===== src/rtl/store_buffer.sv =====
// Posted-write store buffer between the core data-RAM port and data memory.
// Stores are queued and drained in order whenever no load needs the memory
// port. Loads read memory combinationally, and any pending store bytes to the
// same word are merged over the memory data.
module store_buffer #(
    parameter int DEPTH = 4,
    parameter int AW    = 32,
    parameter int DW    = 32
) (
    input  logic          clk,
    input  logic          rst,
    input  logic          ram_ce_i,
    input  logic          ram_we_i,
    input  logic [AW-1:0] ram_addr_i,
    input  logic [DW-1:0] ram_data_i,
    input  logic [3:0]    ram_sel_i,
    output logic [DW-1:0] ram_data_o,
    output logic          stall_req_o,
    output logic          empty_o,
    output logic          mem_ce_o,
    output logic          mem_we_o,
    output logic [AW-1:0] mem_addr_o,
    output logic [DW-1:0] mem_data_o,
    output logic [3:0]    mem_sel_o,
    input  logic [DW-1:0] mem_data_i
);

    localparam int PW = $clog2(DEPTH);

    logic [AW-1:0]    entry_addr [DEPTH];
    logic [DW-1:0]    entry_data [DEPTH];
    logic [3:0]       entry_sel  [DEPTH];
    logic [DEPTH-1:0] entry_valid;

    logic [PW-1:0] wr_ptr;
    logic [PW-1:0] rd_ptr;
    logic [PW:0]   count;

    logic full;
    logic is_load;
    logic load_go;
    logic drain;
    logic enq;

    // Arbitration: a full buffer always drains; otherwise a load takes the
    // port and the drain waits; otherwise any pending store drains.
    always_comb begin
        full        = (count == (PW+1)'(DEPTH));
        is_load     = ram_ce_i & ~ram_we_i;
        load_go     = is_load & ~full;
        drain       = full | (~is_load & (count != '0));
        enq         = ram_ce_i & ram_we_i & ~full;
        stall_req_o = ram_ce_i & full;
        empty_o     = (count == '0);
    end

    // Drive the memory port from either the draining head entry or the load.
    always_comb begin
        mem_ce_o   = 1'b0;
        mem_we_o   = 1'b0;
        mem_addr_o = '0;
        mem_data_o = '0;
        mem_sel_o  = '0;
        if (drain) begin
            mem_ce_o   = 1'b1;
            mem_we_o   = 1'b1;
            mem_addr_o = entry_addr[rd_ptr];
            mem_data_o = entry_data[rd_ptr];
            mem_sel_o  = entry_sel[rd_ptr];
        end else if (load_go) begin
            mem_ce_o   = 1'b1;
            mem_addr_o = ram_addr_i;
        end
    end

    // Byte-wise forwarding: walk entries oldest to youngest so the youngest
    // matching store of each lane ends up on top of the memory data.
    always_comb begin
        logic [DW-1:0] merged;
        logic [PW-1:0] idx;
        merged = mem_data_i;
        idx    = rd_ptr;
        for (int k = 0; k < DEPTH; k++) begin
            idx = rd_ptr + PW'(k);
            if (entry_valid[idx] && (entry_addr[idx][AW-1:2] == ram_addr_i[AW-1:2])) begin
                for (int b = 0; b < 4; b++) begin
                    if (entry_sel[idx][b]) begin
                        merged[8*b +: 8] = entry_data[idx][8*b +: 8];
                    end
                end
            end
        end
        ram_data_o = load_go ? merged : '0;
    end

    // FIFO storage, pointers and occupancy; reset throws away pending stores.
    always_ff @(posedge clk or posedge rst) begin
        if (rst) begin
            wr_ptr      <= '0;
            rd_ptr      <= '0;
            count       <= '0;
            entry_valid <= '0;
            for (int i = 0; i < DEPTH; i++) begin
                entry_addr[i] <= '0;
                entry_data[i] <= '0;
                entry_sel[i]  <= '0;
            end
        end else begin
            if (drain) begin
                entry_valid[rd_ptr] <= 1'b0;
                rd_ptr              <= rd_ptr + 1'b1;
            end
            if (enq) begin
                entry_addr[wr_ptr]  <= ram_addr_i;
                entry_data[wr_ptr]  <= ram_data_i;
                entry_sel[wr_ptr]   <= ram_sel_i;
                entry_valid[wr_ptr] <= 1'b1;
                wr_ptr              <= wr_ptr + 1'b1;
            end
            case ({enq, drain})
                2'b10:   count <= count + 1'b1;
                2'b01:   count <= count - 1'b1;
                default: count <= count;
            endcase
        end
    end

endmodule


===== config.mk =====
export PLATFORM = sky130hd
export DESIGN_NAME = store_buffer
export DESIGN_NICKNAME = d
export VERILOG_FILES = /design/src/rtl/store_buffer.sv
export SDC_FILE = /design/constraint.sdc
export NUM_CORES = 1
export LEC_CHECK = 0
export BUFFER_PORTS_ARGS = -buffer_cell sky130_fd_sc_hd__buf_2
export CORE_MARGIN = 8
export CORE_UTILIZATION = 40
export CTS_CLUSTER_SIZE = 8
export DETAILED_ROUTE_END_ITERATION = 6
export SLEW_MARGIN = 5
export SYNTH_ARGS = -nofsm -noshare
export SYNTH_HDL_FRONTEND = slang
export SYNTH_SLANG_ARGS = --single-unit

===== constraint.sdc =====
create_clock -name clk -period 10.8 [get_ports clk]
set_clock_uncertainty 0.05 [all_clocks]
set_input_delay 1.62 -clock clk [delete_from_list [all_inputs] [get_ports clk]]
set_output_delay 1.62 -clock clk [all_outputs]
set_load 0.05 [all_outputs]

# == Word-level counts from Yosys, hierarchy flattened ==
# Index checks and enable logic that the tools add are counted.
# word_totals
romBits,0
latchBits,0
in_bits,104
output_inout_bits,104
reg_bits,283
mem_bits_rw,0
memories,0
elab_cells,156
# op_classes
n_lt_le_gt_ge,13
multipliers,0
n_div,0
n_bitwise,18
n_eq_ne,7
shifts,0
n_addsub,6
n_reduce_logical,10
muxes,86
# op_table
cell,count
$mux 32,25
$bmux 32 s2,8
$bwmux 128,2
$mux 8,16
$eq 30x30->1,4
$demux 32 s2,1
$mux 4,12
$bmux 4 s2,4
$bwmux 16,1
$ge 3x3->1 const B,5
$lt 2x3->1 const B,5
$not 2->3,5
$mux 1,9
$bmux 1 s2,4
$demux 4 s2,1
$logic_and 1x1->1,7
$and 1x1->1,6
$pmux 3 s2,1
$add 2x1->2 const B,2
$add 2x2->2 const B,2
$and 4x4->4,1
$demux 1 s2,2
$ge 2x1->1 const B,2
$not 4->4,1
other kinds (12),14

# == Logic depth before layout (Yosys ltp) ==
# Gate-level depths: netlist (run 1).
# logic_depth
depth_word,14
mapped_depth,24
depth_no_buf,10

# == Worst setup path before layout (run 1) ==
# No wires, ideal clock.
# synth_path
path_kind,reg-to-output
start,register rd_ptr[1]
end,output port ram_data_o[24]
stages_incl_launch_ff,23
n_path_buf,12
path_slack_ns,3.245
t_arrival_ns,5.885
required_time_ns,9.130
path_cell_list,dfrtp_1 > buf_4 > buf_4 > buf_4 > buf_4 > buf_2 > buf_2 > buf_1 > clkbuf_1 > inv_1 > ha_1 > buf_6 > buf_6 > buf_6 > buf_4 > mux4_1 > xnor2_1 > nand2_1 > or4_1 > or3_4 > nor3_4 > o21ai_1 > a21oi_1
# synth_via
elab_chain_cells,14
elab_cells_between_ends,68
classes_between,3 x add/sub; 4 x eq/ne; 53 x mux; 4 x bitwise; 4 x reduce/logical
# synth_lines
element,line,text
"start, declared",36,logic [PW-1:0] rd_ptr;
"start signal, assigned",111,rd_ptr <= rd_ptr + 1'b1;
branches (longest 12 deep; another with $add 2x1->2),n/a,
$mux 32 *,85,if (entry_valid[idx] && (entry_addr[idx][AW-1:2] == ram_addr_i[AW-1:2])) begin
$mux 32 *,93,ram_data_o = load_go ? merged : '0;
"end, declared",17,"output logic [DW-1:0] ram_data_o,"
# Every way passes the cells marked *. The select of a mux whose other input is x is not followed.

# == Final worst setup path (run 1) ==
# layout_path
start,register rd_ptr[0]
end,output port ram_data_o[18]
# The elaborated chain is that of the path after synthesis.

==> results of run 1 <==
layout make-up:
| class | count | area [um2] |
|---|---|---|
| Antenna cell | 4 | 10.0 |
| Clock buffer | 49 | 1090 |
| Clock inverter | 5 | 115 |
| Fill cell | 5097 | 30200 |
| Inverter | 31 | 124 |
| Multi-Input combinational cell | 1356 | 14200 |
| Sequential cell | 283 | 7090 |
| Tap cell | 748 | 936 |
| Timing Repair Buffer | 225 | 1210 |
critical path, cell delays in order (launching register included):
cell                       delay [ns]
sky130_fd_sc_hd__dfrtp_4         1.00
sky130_fd_sc_hd__inv_1           0.40
sky130_fd_sc_hd__ha_4            0.84
sky130_fd_sc_hd__buf_4           0.41
sky130_fd_sc_hd__mux4_2          0.55
sky130_fd_sc_hd__xnor2_1         0.48
sky130_fd_sc_hd__nand3_1         0.23
sky130_fd_sc_hd__nor4_1          0.24
sky130_fd_sc_hd__nand4_1         0.50
sky130_fd_sc_hd__o21bai_1        0.69
sky130_fd_sc_hd__o221ai_1        0.18
sky130_fd_sc_hd__a21oi_1         0.33
sky130_fd_sc_hd__buf_2           0.34
layer usage:
layer	vias up	part of all wire, %	track usage, %
li1	7348	-	-
met1	8952	42	30.5
met2	745	47	35.6
met3	155	7.4	4.22
met4	6	4.0	8.68
met5	-	0.050	0
synthesized netlist by cell type (9+ instances only):
master                     count
sky130_fd_sc_hd__xnor2_1      88
sky130_fd_sc_hd__clkbuf_1     82
sky130_fd_sc_hd__o221ai_1     28
sky130_fd_sc_hd__nor2b_1      34
sky130_fd_sc_hd__buf_1        14
sky130_fd_sc_hd__buf_2        29
sky130_fd_sc_hd__o21ai_1      11
sky130_fd_sc_hd__ha_1          9
sky130_fd_sc_hd__nor2_1       32
sky130_fd_sc_hd__mux4_2      229
sky130_fd_sc_hd__buf_6        18
sky130_fd_sc_hd__nand4_1      36
sky130_fd_sc_hd__o21ai_0      74
sky130_fd_sc_hd__a31oi_1       9
sky130_fd_sc_hd__and2_1       39
sky130_fd_sc_hd__mux2i_1      77
sky130_fd_sc_hd__mux2_2      287
sky130_fd_sc_hd__dfrtp_1     283
sky130_fd_sc_hd__a22o_1       29
sky130_fd_sc_hd__nand2_1     129
sky130_fd_sc_hd__a21oi_1      60
sky130_fd_sc_hd__inv_1        30
sky130_fd_sc_hd__xor2_1       10
sky130_fd_sc_hd__buf_4        18
sky130_fd_sc_hd__nor3_1        9
sky130_fd_sc_hd__nand2b_1     15
sky130_fd_sc_hd__a211oi_1     28
sequential cells by signal, indices dropped and copies added (netlist names):
signal / cells
entry_data: 128
rd_ptr: 2
count: 3
entry_addr: 128
entry_valid: 4
entry_sel: 16
wr_ptr: 2
final timing paths:
check,start,endpoint
setup / recovery,rd_ptr[0],ram_data_o[18]
hold / removal,entry_addr[1],entry_addr[1]
setup reg to reg,count[0],count[2]
hold reg to reg,entry_addr[1],entry_addr[1]
max in group asynchronous,rst,entry_data[101]
min in group asynchronous,rst,count[1]
through the flow:
step / cells / hold slack, ns / util [%] / area [um2]
final: 2701 / 0.449 / 45.1 / 24800
after global routing: 2699 / 0.477 / 45.1 / 24800
after CTS: 2697 / 0.452 / 45.1 / 24800
after detailed placement: 2643 / 0.440 / 42.9 / 23600
after global placement: 2643 / 0.433 / 42.9 / 23600
after floorplan: 1832 / 0.424 / - / 22200
cells by family (layout without fill, tap and decap cells):
group           count (synthesis)  in the layout  share of synthesized area (%)
compound gates                304            304                           9.35
flops                         283            283                           31.9
simple gates                  347            347                           8.27
buf+inv                       193            310                           4.38
other cells                     0              4                              0
fa+ha+maj                      10             10                          0.597
mux                           597            597                           41.7
xor+xnor                       98             98                           3.86
==> impl_metrics.yaml, run 1 <==
outcome:
  outcome: "finished, final reports clean"
sta:
  final-max-slew-violation-count: 0
  timing.max_slew.rel_slack_pct: 12.5
  final_min_period_over_clock_period_pct: 79.5
  final_hold_viol_count: 0
  grt_setup_unrepaired: "false"
  timing.final.setup_violations: 0
  finalCriticalPeriod_ns: 8.59
  worst-slew-pin-transition_ns: 1.30
  finalSetupTns_ns: 0
  fmax_mhz: 116
  final_critical_path_setup_slack_ns: 2.21
clock_network:
  htree_num_levels: 2
  clock_latency_ns: 0.59
  clk_path_buf_depth: 3
  hold_buffers: 0
  cts.sink_count: 283
  cts-resized-gates: 0
  clk_pin_slew_ns: 0.05
  tritoncts: "built"
  cts_root_buffer: "sky130_fd_sc_hd__clkbuf_16"
  cts_buffers: 42
  cts_setup_buffers: 0
synthesis:
  synth_cell_type_count: 77
  cell_taking_the_most_area_after_synthesis: "sky130_fd_sc_hd__dfrtp_1"
  dominantRegCellSynth: "sky130_fd_sc_hd__dfrtp_1"
  post_synth_edffs: 0
  synth_sequential_area_ratio_pct: 31.9
  postSynth.asyncResetShare_pct: 100
  netlist_area_um2: 22200
  synthDominantCellAreaShare_pct: 31.9
  register_bit_count_reported_by_yosys: 283
  syn-num-nets: 1946
  avgSynthCellArea_um2: 12.1
  synth_area_leaders: "sky130_fd_sc_hd__dfrtp_1 32%, sky130_fd_sc_hd__mux4_2 23%, sky130_fd_sc_hd__mux2_2 15%"
  synth.yosys.warnings: 0
  number_of_cells_produced_by_synthesis: 1832
global_routing:
  grt_first_pass_wirelength_um: 111000
  track_usage_pct: 22.5
  initial_antenna_violation_count: 6
  via_count_of_the_first_global_routing_pass: 17300
  grt_overflow: 0
  largest_net_degree_at_the_start_of_global_routing: 142
worst_setup_path:
  data_required_time_at_the_worst_endpoint_ns: 9.13
  crit_path_end_kind: "output port"
  worst-setup-path-type: "reg2out"
  ff2ff_path_depth: 10
  arrival_time_of_data_at_the_critical_path_endpoint_ns: 6.92
  worst-path-max-fanout: 59
  r2r_slack_ns: 7.35
  critPathLaunchType: "flop"
placed_design:
  dpl.hpwl_um: 49800
  dp_slack_ns: 2.88
  port_buffers: 207
  finalWeightedCongestion: 0.971
finish:
  syn_to_final_growth_pct: 11.6
  layout_commonest_cell: "sky130_fd_sc_hd__mux2_2"
  mostFrequentLayoutCells: "287 x sky130_fd_sc_hd__mux2_2, 281 x sky130_fd_sc_hd__dfrtp_1, 229 x sky130_fd_sc_hd__mux4_2"
  nets: 2053
  share_of_cells_above_drive_strength_1_pct: 42.0
drt:
  routed_wl_um: 72500
  per_cell_via_count_in_the_routed_design: 6.37
  detail_route.drc_violations: 0
  route.antenna.remaining_nets: 0
  detail_route.first_pass.iterations: 5
  post_drt_wl_per_cell_um: 26.9
  dr_total_vias: 17200
  drt-initial-drc-count: 1441
die:
  rows: 86
  initial_core_util_pct: 40.4
  floorplan.core_area_um2: 55000
  floorplan.io_pins: 208
  dieArea_um2: 63400
  die_y_um: 252
  die_width_um: 252
flow_run:
  maxCapViolations: 0
min_path:
  hold_path_class: "reg2reg"
  min_delay_path_depth: 1
Power of run 1 is not shown: default switching activity piles up to over one toggle a cycle in this logic, so the estimate is an artifact.
==> run 2, diff against run 1 <==
clock period = 8.5 ns   (was 10.8 ns; I/O delays follow)
==> run 2 against run 1 <==
Final area is 0.16% lower. Sequential share of layout area hardly changed. First-iteration DRC count is 17% higher. Via count is 0.73% higher. Register-to-register slack worse by 2.0 ns. Count of clock-buffer cells in the layout is 2 lower. Global-route usage hardly changed. Sequential cell count stayed put. Worst setup slack worse by 1.1 ns. Cell count is 0.11% higher. Critical path type unchanged.
==> impl_metrics.yaml, run 2 (same netlist as run 1, synthesis figures left out) <==
clock_network:
  cts.sink_count: 283
  cts_root_buffer: "sky130_fd_sc_hd__clkbuf_16"
  hold_buffers: 0
  cts-resized-gates: 0
  clk_pin_slew_ns: 0.05
  clock_latency_ns: 0.59
  cts_setup_buffers: 0
  tritoncts: "built"
  htree_num_levels: 2
  clk_path_buf_depth: 3
  cts_buffers: 41
drt:
  route.antenna.remaining_nets: 0
  per_cell_via_count_in_the_routed_design: 6.41
  dr_total_vias: 17300
  detail_route.first_pass.iterations: 5
  detail_route.drc_violations: 0
  post_drt_wl_per_cell_um: 26.8
  routed_wl_um: 72400
  drt-initial-drc-count: 1691
sta:
  worst-slew-pin-transition_ns: 1.17
  finalCriticalPeriod_ns: 7.41
  finalSetupTns_ns: 0
  final_critical_path_setup_slack_ns: 1.09
  final_hold_viol_count: 0
  final-max-slew-violation-count: 0
  final_min_period_over_clock_period_pct: 87.1
  fmax_mhz: 135
  timing.max_slew.rel_slack_pct: 22.3
  timing.final.setup_violations: 0
  grt_setup_unrepaired: "false"
die:
  floorplan.io_pins: 208
  die_y_um: 252
  floorplan.core_area_um2: 55000
  dieArea_um2: 63400
  initial_core_util_pct: 40.4
  rows: 86
  die_width_um: 252
worst_setup_path:
  startpoint: "rd_ptr[0]"
  r2r_slack_ns: 5.32
  worst-path-max-fanout: 48
  arrival_time_of_data_at_the_critical_path_endpoint_ns: 6.08
  critPathCapture: "ram_data_o[15]"
  ff2ff_path_depth: 5
  critPathLaunchType: "flop"
  worst-setup-path-type: "reg2out"
  regToRegStartpoint: "count[0]"
  critical_path.reg2reg.endpoint: "entry_data[64]"
  data_required_time_at_the_worst_endpoint_ns: 7.17
  crit_path_end_kind: "output port"
placed_design:
  finalWeightedCongestion: 0.966
  port_buffers: 207
  dpl.hpwl_um: 49400
  dp_slack_ns: 1.70
global_routing:
  grt_overflow: 0
  grt_first_pass_wirelength_um: 112000
  gr-max-usage-layer: "met2"
  routing_usage_on_met3_pct: 4.50
  global_route.usage.met1_pct: 29.5
  globalRouteMet2Util_pct: 36.3
  via_count_of_the_first_global_routing_pass: 17700
  track_usage_pct: 22.5
  largest_net_degree_at_the_start_of_global_routing: 164
  initial_antenna_violation_count: 8
outcome:
  outcome: "finished, final reports clean"
flow_run:
  maxCapViolations: 0
finish:
  share_of_cells_above_drive_strength_1_pct: 42.1
  largestRegisters: "entry_addr x128, entry_data x128, entry_sel x16"
  syn_to_final_growth_pct: 11.4
  nets: 2057
  mostFrequentLayoutCells: "287 x sky130_fd_sc_hd__mux2_2, 281 x sky130_fd_sc_hd__dfrtp_1, 229 x sky130_fd_sc_hd__mux4_2"
  layout_commonest_cell: "sky130_fd_sc_hd__mux2_2"
min_path:
  hold_path_class: "reg2reg"
-- run 2: stage by stage --
stage	cell area [um2]	utilization (%)	cells	hold WS (ns)
finish	24800	45.0	2704	0.446
global route	24800	45.0	2700	0.470
CTS	24800	45.0	2698	0.448
detailed placement	23600	43.0	2648	0.437
global placement	23600	43.0	2648	0.432
floorplan	22200	-	1832	0.424
-- run 2: worst min path at each step --
stage | from | to | slack, ns | cells past startpoint
finish | entry_addr[32] | entry_addr[32] | 0.45 | 1
global route | entry_addr[64] | entry_addr[64] | 0.47 | 1
CTS | entry_addr[32] | entry_addr[32] | 0.45 | 1
detailed placement | entry_addr[32] | entry_addr[32] | 0.44 | 1
global placement | entry_addr[1] | entry_addr[1] | 0.43 | 1
floorplan | entry_addr[32] | entry_addr[32] | 0.42 | 1
-- run 2: metal layers --
layer  part of all wire, %  up-vias  wire (um)
met4                   3.9        6       2810
met1                    41     8994      29400
met5                 0.053        -         38
met2                    48      812      34500
li1                      -     7360          -
met3                   7.8      160       5620
-- run 2: cell type report --
class | instances | area [um2]
Clock inverter | 3 | 66.3
Sequential cell | 283 | 7090
Timing Repair Buffer | 230 | 1250
Inverter | 31 | 120
Multi-Input combinational cell | 1356 | 14200
Fill cell | 5066 | 30200
Antenna cell | 6 | 15.0
Clock buffer | 47 | 1060
Tap cell | 748 | 936
-- run 2: worst max-delay path, cell delays in order, from the launching register on --
cell and delay [ns]:
sky130_fd_sc_hd__dfrtp_4 0.72, sky130_fd_sc_hd__inv_1 0.17, sky130_fd_sc_hd__ha_4 0.84, sky130_fd_sc_hd__buf_4 0.38, sky130_fd_sc_hd__mux4_2 0.54, sky130_fd_sc_hd__xnor2_1 0.29
sky130_fd_sc_hd__nand3_1 0.14, sky130_fd_sc_hd__nor4_1 0.24, sky130_fd_sc_hd__nand4_1 0.49, sky130_fd_sc_hd__nor2_1 0.83, sky130_fd_sc_hd__nor2_1 0.07, sky130_fd_sc_hd__a21oi_1 0.39
sky130_fd_sc_hd__buf_2 0.35
Power of run 2 is left out for the same reason.
==> run 3, diff against run 2 <==
BUFFER_PORTS_ARGS = -buffer_cell sky130_fd_sc_hd__buf_4   (was -buffer_cell sky130_fd_sc_hd__buf_2)
CTS_BUF_LIST = sky130_fd_sc_hd__clkbuf_4 sky130_fd_sc_hd__clkbuf_8   (was default)
HOLD_SLACK_MARGIN = 0.05   (was default)
==> run 3 against run 2 <==
Routed wire length increased by 1.5%. Maximum frequency fell by 2.2%. First-iteration DRC count fell by 12%. Count of clock-buffer cells in the layout grew 35. Non-clock buffer count did not move. Sequential cell count stayed put. Critical endpoint is now ram_data_o[8]. Largest cell class unchanged.
==> impl_metrics.yaml, run 3 (same netlist as run 1, synthesis figures left out) <==
drt:
  drt-initial-drc-count: 1484
  detail_route.drc_violations: 0
  dr_total_vias: 17300
  post_drt_wl_per_cell_um: 26.8
  routed_wl_um: 73500
  per_cell_via_count_in_the_routed_design: 6.30
  route.antenna.remaining_nets: 0
  detail_route.first_pass.iterations: 5
clock_network:
  clock_latency_ns: 0.65
  cts_buffers: 54
  cts_setup_buffers: 0
  hold_buffers: 0
  htree_num_levels: 2
  cts-resized-gates: 0
  cts.sink_count: 283
  tritoncts: "built"
  clk_pin_slew_ns: 0.06
  cts_root_buffer: "sky130_fd_sc_hd__clkbuf_8"
  clk_path_buf_depth: 3
sta:
  finalCriticalPeriod_ns: 7.58
  worst-slew-pin-transition_ns: 1.27
  fmax_mhz: 132
  grt_setup_unrepaired: "false"
  finalSetupTns_ns: 0
  final_min_period_over_clock_period_pct: 89.1
  timing.max_slew.rel_slack_pct: 14.4
  timing.final.setup_violations: 0
  final_hold_viol_count: 0
  final-max-slew-violation-count: 0
die:
  rows: 86
  initial_core_util_pct: 40.4
  dieArea_um2: 63400
  die_width_um: 252
  floorplan.core_area_um2: 55000
  floorplan.io_pins: 208
  die_y_um: 252
finish:
  nets: 2070
  mostFrequentLayoutCells: "287 x sky130_fd_sc_hd__mux2_2, 281 x sky130_fd_sc_hd__dfrtp_1, 229 x sky130_fd_sc_hd__mux4_2"
  largestRegisters: "entry_addr x128, entry_data x128, entry_sel x16"
  layout_commonest_cell: "sky130_fd_sc_hd__mux2_2"
  syn_to_final_growth_pct: 13.6
  share_of_cells_above_drive_strength_1_pct: 43.5
worst_setup_path:
  critPathSlowestCell: "sky130_fd_sc_hd__nor4_1"
  timing.critical_path.slowest_cell_delay_ns: 0.95
  critPathLaunchType: "flop"
  worst_path_most_repeated_cell: "sky130_fd_sc_hd__buf_4"
  path_delay_family: "simple AND/OR/NAND/NOR gates"
  arrival_time_of_data_at_the_critical_path_endpoint_ns: 6.25
  worst-path-max-fanout: 45
  data_required_time_at_the_worst_endpoint_ns: 7.17
  worst-setup-path-type: "reg2out"
  cp_cell_sequence: "buf_4 -> mux4_2 -> xnor2_1 -> nand3_1 -> nor4_1 -> nand4_1 -> o21bai_1 -> o221ai_1 -> a21oi_1 -> buf_4"
  crit_path_end_kind: "output port"
  timing.critical_path.buf_inv: 2
pwr:
  static-leakage-power_nw: 10.1
  power_density_nw_per_um2: 510
  ir_worst_vdd_mv: 0.344
  total_power_mw: 12.9
min_path:
  hold_path_class: "reg2reg"
outcome:
  outcome: "finished, final reports clean"
placed_design:
  finalWeightedCongestion: 0.957
  dpl.hpwl_um: 50900
  port_buffers: 207
global_routing:
  grt_first_pass_wirelength_um: 112000
  initial_antenna_violation_count: 2
  largest_net_degree_at_the_start_of_global_routing: 171
  via_count_of_the_first_global_routing_pass: 17500
  grt_overflow: 0
  track_usage_pct: 22.8
flow_run:
  maxCapViolations: 0
-- run 3: changes by cell type in the layout (fill, tap and decap cells not counted), sizes merged --
cell      before  now
clkinvlp       1    4
inv           30   31
diode          6    2
clkbuf        47   82
clkinv         3    5
-- run 3: worst paths after layout --
| check | from | to | slack [ns] | cells past startpoint |
|---|---|---|---|---|
| worst max-delay path | rd_ptr[1] | ram_data_o[8] | 0.92 | 10 |
| worst min-delay path | entry_addr[32] | entry_addr[32] | 0.45 | 1 |
| worst max register to register | rd_ptr[1] | rd_ptr[1] | 5.18 | 6 |
| worst min register to register | entry_addr[32] | entry_addr[32] | 0.45 | 1 |
| max in group asynchronous | rst | entry_addr[76] | 6.11 | 4 |
| min in group asynchronous | rst | count[0] | 0.86 | 3 |
-- run 3: power breakdown --
part	total [mW]	internal, mW	switching, mW
registers	3.01	2.02	0.988
logic	8.50	4.05	4.45
clock network	1.39	0.763	0.622
-- run 3: cell type report --
| cell class | count | area [um2] |
|---|---|---|
| clock buffer | 82 | 1020 |
| multi-input combinational | 1356 | 14200 |
| tap | 748 | 936 |
| timing repair buffer | 230 | 1780 |
| fill | 5035 | 29700 |
| sequential | 283 | 7090 |
| antenna | 2 | 5.00 |
| clock inverter | 9 | 67.6 |
| inverter | 31 | 120 |
-- run 3: through the flow --
step / worst slack [ns] / area, um2 / hold WS (ns) / utilization [%] / instances
3_3_place_gp: 1.82 / 24200 / 0.434 / 43.9 / 2648
4_1_cts: 0.975 / 25200 / 0.453 / 45.9 / 2739
6_report: 0.924 / 25300 / 0.454 / 45.9 / 2741
3_5_place_dp: 1.73 / 24200 / 0.441 / 43.9 / 2648
5_1_grt: 0.719 / 25200 / 0.471 / 45.9 / 2740
2_1_floorplan: 1.29 / 22200 / 0.424 / - / 1832
-- run 3: per-layer routing --
metal  track usage (%)  part of all wire [%]
met1              30.2                    42
met3              4.44                   7.0
met4              9.46                   4.1
met5                 0                     0
met2              36.4                    47
Note: power is estimated with default switching activity, not from simulation.
